--- src/rtl/snake_body_map.sv ---
// Snake board occupancy map with collision detection and IDLE/RUN/OVER game FSM.
// Optional macro SNAKE_WRAP_EN: rows wrap vertically (y mod ROWS) instead of a wall hit.
module snake_body_map #(
  parameter int COLS  = 16,
  parameter int ROWS  = 8,
  parameter int LEN_W = 7
) (
  input  logic                 clk,
  input  logic                 reset,
  input  logic                 start,
  input  logic [7:0]           head_pos,
  input  logic                 head_vld,
  input  logic [7:0]           tail_pos,
  input  logic                 tail_vld,
  input  logic [7:0]           food_pos,
  output logic [COLS*ROWS-1:0] occ_map,
  output logic [LEN_W-1:0]     length,
  output logic                 eat,
  output logic                 running,
  output logic                 game_over,
  output logic [1:0]           hit_code
);

  localparam int IDX_W = $clog2(COLS*ROWS);
  localparam logic [LEN_W-1:0] MAX_LEN = LEN_W'((1 << LEN_W) - 1);

  typedef enum logic [1:0] {IDLE, RUN, OVER} state_t;

  state_t state;
  logic   start_q;
  logic   start_rise;

  logic [IDX_W-1:0] head_idx;
  logic [IDX_W-1:0] tail_idx;
  logic             wall_hit;
  logic             tail_in;
  logic             food_hit;
  logic             same_cell;
  logic             self_hit;
  logic             full_hit;
  logic             tail_clr;
  logic             head_add;

  assign start_rise = start & ~start_q;

  // Cell index is {row, col}; only the low row bits address the board.
  assign head_idx = {head_pos[2:0], head_pos[7:4]};
  assign tail_idx = {tail_pos[2:0], tail_pos[7:4]};

`ifdef SNAKE_WRAP_EN
  assign wall_hit = 1'b0;
  assign tail_in  = tail_vld;
  assign food_hit = {head_pos[7:4], head_pos[2:0]} == {food_pos[7:4], food_pos[2:0]};
`else
  assign wall_hit = head_pos[3];
  assign tail_in  = tail_vld & ~tail_pos[3];
  assign food_hit = head_pos == food_pos;
`endif

  // Moving onto the cell the tail vacates this same cycle is a legal tail chase.
  assign same_cell = tail_in && (tail_idx == head_idx);
  assign self_hit  = occ_map[head_idx] && !same_cell;
  assign full_hit  = (length == MAX_LEN) && !tail_vld;

  // Popping an empty cell is a no-op, which also covers tail pops at length 0.
  assign tail_clr  = tail_in && occ_map[tail_idx];
  assign head_add  = head_vld && (!occ_map[head_idx] || same_cell);

  always_ff @(posedge clk or negedge reset) begin
    if (!reset) begin
      state     <= IDLE;
      start_q   <= 1'b0;
      occ_map   <= '0;
      length    <= '0;
      eat       <= 1'b0;
      running   <= 1'b0;
      game_over <= 1'b0;
      hit_code  <= 2'd0;
    end else begin
      start_q <= start;
      eat     <= 1'b0;
      case (state)
        IDLE: begin
          if (start_rise) begin
            state   <= RUN;
            running <= 1'b1;
          end
        end
        RUN: begin
          if (head_vld && (wall_hit || self_hit || full_hit)) begin
            state     <= OVER;
            running   <= 1'b0;
            game_over <= 1'b1;
            hit_code  <= wall_hit ? 2'd1 : (self_hit ? 2'd2 : 2'd3);
          end else begin
            // Head set is written after tail clear so a shared cell ends set.
            if (tail_clr) occ_map[tail_idx] <= 1'b0;
            if (head_vld) occ_map[head_idx] <= 1'b1;
            if (head_add && !tail_clr)      length <= length + 1'b1;
            else if (!head_add && tail_clr) length <= length - 1'b1;
            eat <= head_vld && food_hit;
          end
        end
        OVER: begin
          if (start_rise) begin
            state     <= IDLE;
            game_over <= 1'b0;
            occ_map   <= '0;
            length    <= '0;
            hit_code  <= 2'd0;
          end
        end
        default: state <= IDLE;
      endcase
    end
  end

endmodule

--- config.mk ---
export PLATFORM = sky130hd
export DESIGN_NAME = snake_body_map
export DESIGN_NICKNAME = d
export VERILOG_FILES = /design/src/rtl/snake_body_map.sv
export SDC_FILE = /design/constraint.sdc
export NUM_CORES = 1
export LEC_CHECK = 0
export BUFFER_PORTS_ARGS = -buffer_cell sky130_fd_sc_hd__clkbuf_2
export CAP_MARGIN = 20
export CORE_ASPECT_RATIO = 0.5
export CORE_MARGIN = 5
export CORE_UTILIZATION = 30
export CTS_CLUSTER_DIAMETER = 30
export CTS_CLUSTER_SIZE = 8
export DETAILED_ROUTE_END_ITERATION = 12
export HOLD_SLACK_MARGIN = 0.06
export RECOVER_POWER = 50
export SLEW_MARGIN = 0
export SYNTH_ARGS = -nofsm -noshare
export SYNTH_HDL_FRONTEND = slang
export SYNTH_SLANG_ARGS = --single-unit
--- constraint.sdc ---
create_clock -name clk -period 4.3 [get_ports clk]
set_input_delay 0.43 -clock clk [delete_from_list [all_inputs] [get_ports clk]]
set_output_delay 0.43 -clock clk [all_outputs]
set_load 0.02 [all_outputs]
==> results of run 1 <==
-- logic make-up (layout without fill, tap and decap cells) --
kind of cell               after synthesis  after routing  synth area share, %
and+or+nand+nor                        428            428                 20.7
AOI/OAI and AO/OA                      316            316                 23.8
DFF                                    143            143                 36.1
buffers and inverters                  112            321                 6.22
muxes                                   89             89                 10.5
xor gates and xnor gates                20             20                 1.77
adders and majority gates                7              7                0.959
other                                    0              1                    0
-- registers in the layout, summed over array words and instances, names as in the netlist --
| register | flops |
|---|---|
| hit_code | 2 |
| game_over | 1 |
| running | 1 |
| length | 7 |
| occ_map | 128 |
| start_q | 1 |
| eat | 1 |
| state | 2 |
-- area by class of cell --
class                           instances  area (µm²)
Antenna cell                            1        2.50
Clock buffer                           20         437
Clock inverter                         11         166
Fill cell                            3395       20600
Inverter                               14        52.6
Multi-Input combinational cell        860        5720
Sequential cell                       143        3580
Tap cell                              441         552
Timing Repair Buffer                  276        1670
-- worst paths after layout --
check,startpoint,to,slack [ns],cells past startpoint
min,start,start_q,0.11,1
max in group asynchronous,reset,occ_map[82],1.25,2
max,occ_map[42],length[6],0.28,17
min in group asynchronous,reset,occ_map[107],0.70,1
min reg2reg,game_over,game_over,0.49,2
max reg2reg,occ_map[42],length[6],0.28,17
-- stage by stage --
step | worst slack, ns | util (%)
final | 0.280 | 37.1
after global routing | 0.0323 | 37.1
after floorplan | 0.180 | -
after detailed placement | 0.0611 | 35.6
after CTS | 0.209 | 37.4
after global placement | 0.0326 | 35.6
-- cells in the final DEF, fill, tap and decap left out, drive strengths merged, types with 4 or more instances in the layout --
| cell | n |
|---|---|
| a21o | 4 |
| a21oi | 16 |
| a221o | 8 |
| a221oi | 13 |
| a22o | 5 |
| a22oi | 4 |
| a31oi | 8 |
| a32oi | 45 |
| and2 | 4 |
| and3 | 7 |
| buf | 106 |
| bufinv | 4 |
| clkbuf | 190 |
| clkinv | 6 |
| dfrtp | 143 |
| ha | 6 |
| inv | 12 |
| mux2 | 12 |
| mux2i | 67 |
| mux4 | 10 |
| nand2 | 183 |
| nand2b | 12 |
| nand3 | 26 |
| nand3b | 5 |
| nand4 | 7 |
| nor2 | 52 |
| nor2b | 21 |
| nor3 | 94 |
| o211ai | 7 |
| o21ai | 66 |
| o21bai | 5 |
| o221ai | 8 |
| o22ai | 101 |
| or2 | 5 |
| xnor2 | 14 |
| xor2 | 6 |
-- power by group --
part           switching (mW)  internal, mW
sequential              0.218          1.50
combinational           0.925         0.568
clock                   0.627         0.964
total                    1.77          3.03
-- routing by layer --
metal | share of wire (%) | wire, µm
met1 | 40 | 17400
met5 | 0.027 | 12
met3 | 10 | 4520
met2 | 46 | 20100
met4 | 4.0 | 1740
==> results.yml, run 1 <==
sta:
  finalSetupViolations: 0
  slew_violations: 94
  finalClockSkew_ns: 0.0146
  finalCritPeriodShare_pct: 93.5
  hold_viol_final: 0
  hold_slack_ns: 0.114
  worstMarginPinSlew_ns: 2.45
  grt_setup_unrepaired: "false"
  fin_crit_ns: 4.02
  finalSetupTns_ns: 0
  timing.fmax_mhz: 249
  relSlewSlack_pct: -63.3
clock_tree:
  cts.htree.levels: 4
  cts-root-buf: "clkbuf_16"
  clock_latency_ns: 0.46
  path_clk_slew_ns: 0.06
  hold_buffers: 0
  cts_tree: "done"
  cts_setup_buffers: 0
  cts_made_buffers: 17
  cts_max_path_buffers: 2
  cts_num_sinks: 143
  post_cts_resized: 0
setup_path:
  path_buf_inv: 1
  crit_path_max_fanout: 5
  cp_slowest_cell: "or4b_4"
  end_kind: "flop"
  cpMostUsedCell: "ha_1"
  setup.worst_path.start_class: "flop"
  cp_top_family: "simple AND/OR/NAND/NOR gates"
  critPathKind: "reg2reg"
  cp.required_ns: 4.62
  cp_cell_sequence: "mux4_1 > mux2_2 > nand3_1 > o221ai_1 > or4b_4 > o21ai_4 > ha_1 > inv_1 > ha_1 > nor2b_1 > o21ai_0 > nand2b_1 > a21o_1 > a21oi_1 > xnor2_1 > nor4_1 > nand3b_1"
  critPathArrivalTime_ns: 4.34
  worst_path_largest_cell_delay_ns: 0.55
grt:
  grt.overflow.total: 0
  met3_usage_pct: 5.44
  antenna_found_initial: 2
  grt_max_degree: 94
  use_met1_pct: 30.2
  grt_pass1_wl_mm: 65.7
  grt.busiest_layer: "met2"
  grt_pass1_vias: 10179
  grt_usage_pct: 22.9
  grt_util_met2_pct: 36.1
hold_path:
  hold_path.class: "in2reg"
synth:
  ys_async_sr_fraction_pct: 100
  synth_ff_type: "dfrtp_1"
  yosys.area.top_type_share_pct: 36.1
  synth_most_common_cell: "nand2_1"
  yosysTopAreaCell: "dfrtp_1"
  synthCells: 1115
  avgSynthCellArea_um2: 8.89
  syn_area_um2: 9910
  synth.area.top_cells: "dfrtp_1, nand2_1, mux2i_1"
  synth_cell_type_count: 85
  synth_commonest_cells: "nand2_1, dfrtp_1, o22ai_1"
  ys_seq_area_share_pct: 36.1
  synth_warnings: 0
  ys_ff_latch: 143
  synth-edff-count: 0
  syn-num-nets: 1151
route:
  wl_per_cell_um: 24.8
  drtIter0Drc: 1488
  wirelength_mm: 43.8
  via_per_inst: 6.02
  drc: 0
  vias: 10632
  drt-pass1-iter-count: 6
  drtAntennaViolNets: 0
final_layout:
  area_growth_pct: 22.9
  fin_cells: 1766
  stdcell_area_um2: 12200
  drive_above_1_share_pct: 23.0
  nNetsFinal: 1348
die:
  ios: 169
  initial_core_util_pct: 30.2
  die_w_um: 267
  dieHeight_um: 139
  core_um2: 32800
  rows: 47
  die_area_um2: 37000
power:
  ir_drop_v: 0.000283
  powerDensity_nw_per_um2: 394
  p_leak_nw: 5.07
  p_total_mw: 4.80
placement:
  routabilityCongestion: 1.01
  portBuffers: 168
  hpwl_mm: 31.4
  place_area_um2: 11700
  place_inst: 1734
run:
  drv_cap: 1
outcome:
  violations: "max-capacitance violations, max-slew violations"
  outcome: "finished, violations left"
No activity file was read; power rests on OpenSTA's default activity.
==> inputs of run 2 (changes only) <==
--- a/config.mk
+++ b/config.mk
@@ -5,6 +5,7 @@
 export SDC_FILE = /design/constraint.sdc
 export NUM_CORES = 1
 export LEC_CHECK = 0
+export ABC_AREA = 1
 export BUFFER_PORTS_ARGS = -buffer_cell sky130_fd_sc_hd__clkbuf_2
 export CAP_MARGIN = 20
 export CORE_ASPECT_RATIO = 0.5
==> results.yml, run 2 <==
sta:
  worstMarginPinSlew_ns: 2.38
  finalCritPeriodShare_pct: 83.1
  grt_setup_unrepaired: "false"
  timing.fmax_mhz: 280
  relSlewSlack_pct: -58.5
  setup_ws_ns: 0.728
  fin_crit_ns: 3.57
  hold_viol_final: 0
  finalSetupTns_ns: 0
  finalClockSkew_ns: 0.00896
  finalSetupViolations: 0
  slew_violations: 90
power:
  pwr-share-comb_pct: 38.1
  seq_power_share_pct: 32.7
  p_leak_nw: 7.12
  p_int_mw: 3.00
  netSwitchingPower_mw: 2.41
  switching_share_pct: 44.5
  powerDensity_nw_per_um2: 391
  pwr-share-clk_pct: 29.2
  p_total_mw: 5.41
  ir_drop_v: 0.000312
clock_tree:
  cts_setup_buffers: 0
  cts.htree.levels: 4
  hold_buffers: 0
  post_cts_resized: 0
  path_clk_slew_ns: 0.07
  cts_max_path_buffers: 2
  clock_latency_ns: 0.46
  cts-root-buf: "clkbuf_16"
  cts_tree: "done"
  cts_made_buffers: 17
  cts_num_sinks: 143
synth:
  avgSynthCellArea_um2: 5.63
  syn_area_um2: 11900
  synth_ff_type: "dfrtp_1"
  synth-edff-count: 0
  synthCells: 2111
  ys_async_sr_fraction_pct: 100
  yosys.area.top_type_share_pct: 37.0
  ys_ff_latch: 143
  synth_most_common_cell: "nand2_1"
  synth_warnings: 0
  syn-num-nets: 2147
  synth.area.top_cells: "nand2_1, dfrtp_1, nand3_1"
  synth_commonest_cells: "nand2_1, nor2_1, nand3_1"
  ys_seq_area_share_pct: 30.1
  yosysTopAreaCell: "nand2_1"
  synth_cell_type_count: 35
final_layout:
  final_core_util_pct: 35.5
  stdcell_area_um2: 13800
  area_growth_pct: 16.5
  drive_above_1_share_pct: 9.76
  mostFrequentLayoutCell: "nand2_1"
  largest_reg_flops: 128
  top_register: "occ_map"
  largest_registers: "occ_map (128), length (7)"
  n_fill_cell: 4339
  nNetsFinal: 2277
  final_cell_mix: "nand2_1, nor2_1, nand3_1, dfrtp_1, inv_1"
hold_path:
  hold_path.class: "in2reg"
route:
  wl_per_cell_um: 18.0
  drtIter0Drc: 1797
  drc: 0
  wirelength_mm: 50.0
  drtAntennaViolNets: 0
  via_per_inst: 5.04
  drt-pass1-iter-count: 6
  vias: 14037
grt:
  grt_usage_pct: 22.3
  antenna_found_initial: 2
  grt.overflow.total: 0
  grt_pass1_wl_mm: 77.0
  grt_max_degree: 129
  grt_pass1_vias: 13107
setup_path:
  critPathKind: "in2reg"
  setup.worst_path.start_class: "input port"
  crit_path_max_fanout: 54
  cp.required_ns: 4.70
  cp_slowest_cell: "inv_4"
  worst_path_largest_cell_delay_ns: 0.46
  cpMostUsedCell: "nand2_1"
  end_kind: "flop"
  cp_cell_sequence: "buf_2 > inv_4 > nand2_1 > nand3_1 > nand2_1 > o21ai_0 > nand2_1 > nor2_1 > nor2_1 > nor2_1 > nand2_1 > a21oi_1 > ha_1 > inv_1 > ha_1 > inv_1 > o31ai_1 > nand2_1 > nand2_1 > a21oi_1 > xor2_1 > nor2_1 > nand4_1 > nand2_1"
  critPathArrivalTime_ns: 3.97
outcome:
  outcome: "finished, violations left"
  violations: "max-capacitance violations, max-slew violations"
placement:
  portBuffers: 168
  place_area_um2: 13300
  dpl_worst_slack_ns: 0.353
  routabilityCongestion: 0.982
  hpwl_mm: 34.6
die:
  die_w_um: 291
  initial_core_util_pct: 30.5
  die_area_um2: 43900
  core_um2: 39000
  rows: 51
  dieHeight_um: 151
  ios: 169
run:
  drv_cap: 1
[run 2: changes by cell type in the layout (fill, tap and decap cells not counted), moves of 62 or more]
cell     before   now
mux2i_1      67     0
nand2_1     180  1172
nor3_1       83     1
o22ai_1      91    29
nor2_1       50   196
inv_1        11   123
nand3_1      24   166
[run 2: power by group through the flow]
stage	clock network, mW	logic (mW)	registers [mW]
CTS	1.60	2.08	1.76
detailed placement	0	2.08	1.79
floorplan	0	1.36	1.91
global route	1.65	2.27	1.79
global placement	0	2.07	1.79
finish	1.58	2.06	1.77
[run 2: area by class of cell]
type | instances | area (µm²) | area share, %
Multi-Input combinational cell | 1717 | 7210 | 52.0
Sequential cell | 143 | 3580 | 25.8
Timing Repair Buffer | 232 | 1290 | 9.34
Tap cell | 530 | 663 | 4.79
Inverter | 130 | 493 | 3.56
Clock buffer | 19 | 443 | 3.20
Clock inverter | 13 | 165 | 1.19
Antenna cell | 2 | 5.00 | 0.0361
[run 2: worst paths after layout]
kind | startpoint | end | slack [ns] | depth (start not counted)
max in group asynchronous | reset | occ_map[32] | 1.26 | 2
min in group asynchronous | reset | occ_map[65] | 0.63 | 1
setup reg to reg | occ_map[38] | length[6] | 0.87 | 23
hold / removal | start | start_q | 0.10 | 1
hold reg to reg | game_over | game_over | 0.48 | 2
setup / recovery | head_pos[4] | length[6] | 0.73 | 24
[run 2: metrics by stage]
stage	hold WS, ns	cells
global route	0.112	2786
global placement	0.455	2752
detailed placement	0.459	2752
finish	0.104	2786
CTS	0.0883	2784
floorplan	0.134	2111
[run 2: routing by layer]
layer / vias up / wire [µm] / global-route usage (%) / share of wire (%)
li1: 6795 / - / - / -
met1: 6583 / 21300 / 29.5 / 43
met2: 571 / 23500 / 37.4 / 47
met3: 88 / 3880 / 3.85 / 7.8
met4: 0 / 1290 / 7.45 / 2.6
met5: - / 0 / 0 / 0
[run 2: cells by family (layout without fill, tap and decap cells)]
group | after synthesis | in the layout | share of synthesized area (%)
buffers and inverters | 251 | 394 | 10.1
DFF | 143 | 143 | 30.1
other | 0 | 2 | 0
xor gates and xnor gates | 8 | 8 | 0.590
and+or+nand+nor | 1569 | 1569 | 52.1
AOI/OAI and AO/OA | 133 | 133 | 6.29
adders and majority gates | 7 | 7 | 0.800
[run 2: worst max-delay path: cells and delay by family]
family                   cells  cell delay, ns
AND/OR/NAND/NOR             13            1.20
AO/OA/AOI/OAI                4            0.75
adder cells (fa/ha/maj)      2            0.60
XOR/XNOR                     1            0.14
buffers and inverters        4            0.83
==> inputs of run 3 (changes only) <==
==> constraint.sdc (replaced) <==
create_clock -name clk -period 3.5 [get_ports clk]
set_input_delay 0.35 -clock clk [delete_from_list [all_inputs] [get_ports clk]]
set_output_delay 0.35 -clock clk [all_outputs]
set_load 0.02 [all_outputs]
==> results.yml, run 3 (synthesized netlist as in run 2, its figures left out) <==
final_layout:
  drive_above_1_share_pct: 13.9
  mostFrequentLayoutCell: "nand2_1"
  nNetsFinal: 2368
  top_register: "occ_map"
  area_growth_pct: 24.0
  regArea_um2: 3590
  final_cell_mix: "nand2_1, nor2_1, nand3_1, dfrtp_1, buf_4"
  fin_cells: 2877
  largest_registers: "occ_map (128), length (7)"
  multi_input_area_um2: 7240
  n_fill_cell: 4262
  largest_reg_flops: 128
grt:
  grt_pass1_vias: 13200
  antenna_found_initial: 2
  grt_usage_pct: 22.7
  grt_max_degree: 82
  grt_pass1_wl_mm: 78.0
  grt.overflow.total: 0
clock_tree:
  cts_made_buffers: 17
  cts-root-buf: "clkbuf_16"
  path_clk_slew_ns: 0.07
  cts.htree.levels: 4
  cts_max_path_buffers: 2
  clock_latency_ns: 0.45
  cts_tree: "done"
  cts_num_sinks: 143
die:
  die_area_um2: 43900
  rows: 51
  initial_core_util_pct: 30.5
  ios: 169
  core_um2: 39000
  die_w_um: 291
  dieHeight_um: 151
setup_path:
  r2r-start: "occ_map[64]"
  critPathKind: "in2reg"
  critPathLaunch: "tail_pos[4]"
  setup.worst_path.start_class: "input port"
  end_kind: "flop"
  critPathArrivalTime_ns: 3.64
  crit_path_max_fanout: 10
  cp.required_ns: 3.89
power:
  powerDensity_nw_per_um2: 472
  p_leak_nw: 7.58
  pwr-share-comb_pct: 41.4
  ir_drop_v: 0.000396
  seq_power_share_pct: 31.1
  switching_share_pct: 44.4
  p_int_mw: 3.87
  pwr-share-clk_pct: 27.5
  p_total_mw: 6.95
  netSwitchingPower_mw: 3.09
sta:
  worstMarginPinSlew_ns: 1.91
  slew_violations: 73
  finalSetupViolations: 0
  timing.fmax_mhz: 308
  fin_crit_ns: 3.24
  relSlewSlack_pct: -27.3
  finalCritPeriodShare_pct: 92.7
  setup_ws_ns: 0.257
  hold_viol_final: 0
  finalClockSkew_ns: 0.0153
  finalSetupTns_ns: 0
placement:
  routabilityCongestion: 0.956
  hpwl_mm: 36.4
  dpl_worst_slack_ns: -0.332
  portBuffers: 168
  place_inst: 2821
run:
  drv_cap: 1
route:
  drtIter0Drc: 1587
  wirelength_mm: 51.8
  via_per_inst: 5.02
  drt-pass1-iter-count: 6
  drc: 0
  drtAntennaViolNets: 0
  wl_per_cell_um: 18.0
  vias: 14452
outcome:
  outcome: "finished, violations left"
  violations: "max-capacitance violations, max-slew violations"
hold_path:
  min_from: "head_pos[3]"
  hold_path.class: "in2reg"
==> run 3: changes by cell type in the layout (fill, tap and decap cells not counted), moves of 5 or more <==
cell,previous run,this run
clkbuf_1,71,78
inv_6,0,5
o21ai_0,61,56
clkbuf_2,98,90
buf_4,58,130
dfrtp_2,0,8
buf_12,5,19
dfrtp_1,143,135
==> run 3: per-stage QoR <==
step / hold WS [ns] / cell area [µm²] / util, %
after floorplan: 0.0544 / 11900 / -
after global placement: 0.425 / 14000 / 35.9
after detailed placement: 0.426 / 14000 / 35.9
after CTS: 0.150 / 14600 / 37.5
after global routing: 0.175 / 14700 / 37.8
final: 0.167 / 14700 / 37.8
==> run 3: final timing paths <==
kind                       slack (ns)      endpoint  depth (start not counted)
setup reg to reg                 0.30     length[6]                         23
max in group asynchronous        0.72  occ_map[106]                          3
hold reg to reg                  0.48     game_over                          2
setup / recovery                 0.26     length[6]                         24
min in group asynchronous        0.96   occ_map[73]                          2
hold / removal                   0.17   hit_code[0]                          3
==> run 3: power groups by stage <==
stage	logic, mW	registers, mW	clock network, mW
floorplan	1.67	2.34	0
global placement	2.79	2.19	0
detailed placement	2.81	2.19	0
CTS	2.82	2.16	1.95
global route	3.13	2.18	2.01
finish	2.88	2.16	1.91
==> run 3: cell type report <==
cell class              count  area share (%)
well taps                 530            4.50
repair buffers            323            14.6
flip-flops and latches    143            24.3
clock buffers              18            2.98
diodes                      2          0.0340
inverters                 130            3.36
clock inverters            14            1.06
multi-input cells        1717            49.1
==> run 3: timing repair <==
| action | in CTS | in global routing |
|---|---|---|
| gates resized for setup | 0 | 35 |
| endpoints found under the hold margin | 71 | 0 |
| setup endpoints to repair | 0 | 4 |
| setup buffers | 0 | 20 |
| hold buffers | 2 | 0 |
==> run 3: worst max-delay path: stages <==
cell and delay [ns]:
clkbuf_2 0.21, inv_2 0.18, nand3_1 0.18, buf_12 0.21, o22ai_1 0.15, nor2_1 0.05, nand2_1 0.08, nand2_1 0.08
nand4_1 0.09, nand2_1 0.08, nand2_2 0.11, inv_1 0.08, nand2_4 0.07, nand2_1 0.10, ha_2 0.26, fa_1 0.43
o31ai_4 0.29, nand2_1 0.10, nand2_1 0.08, a21oi_2 0.06, xor2_1 0.13, nor2_1 0.08, nand4_1 0.09, nand2_1 0.07
==> run 3: metal layers <==
metal / GRT usage [%] / wire length, µm
met5: 0 / 0
met4: 7.33 / 1690
met3: 4.97 / 4670
met2: 37.2 / 23700
met1: 30.0 / 21700
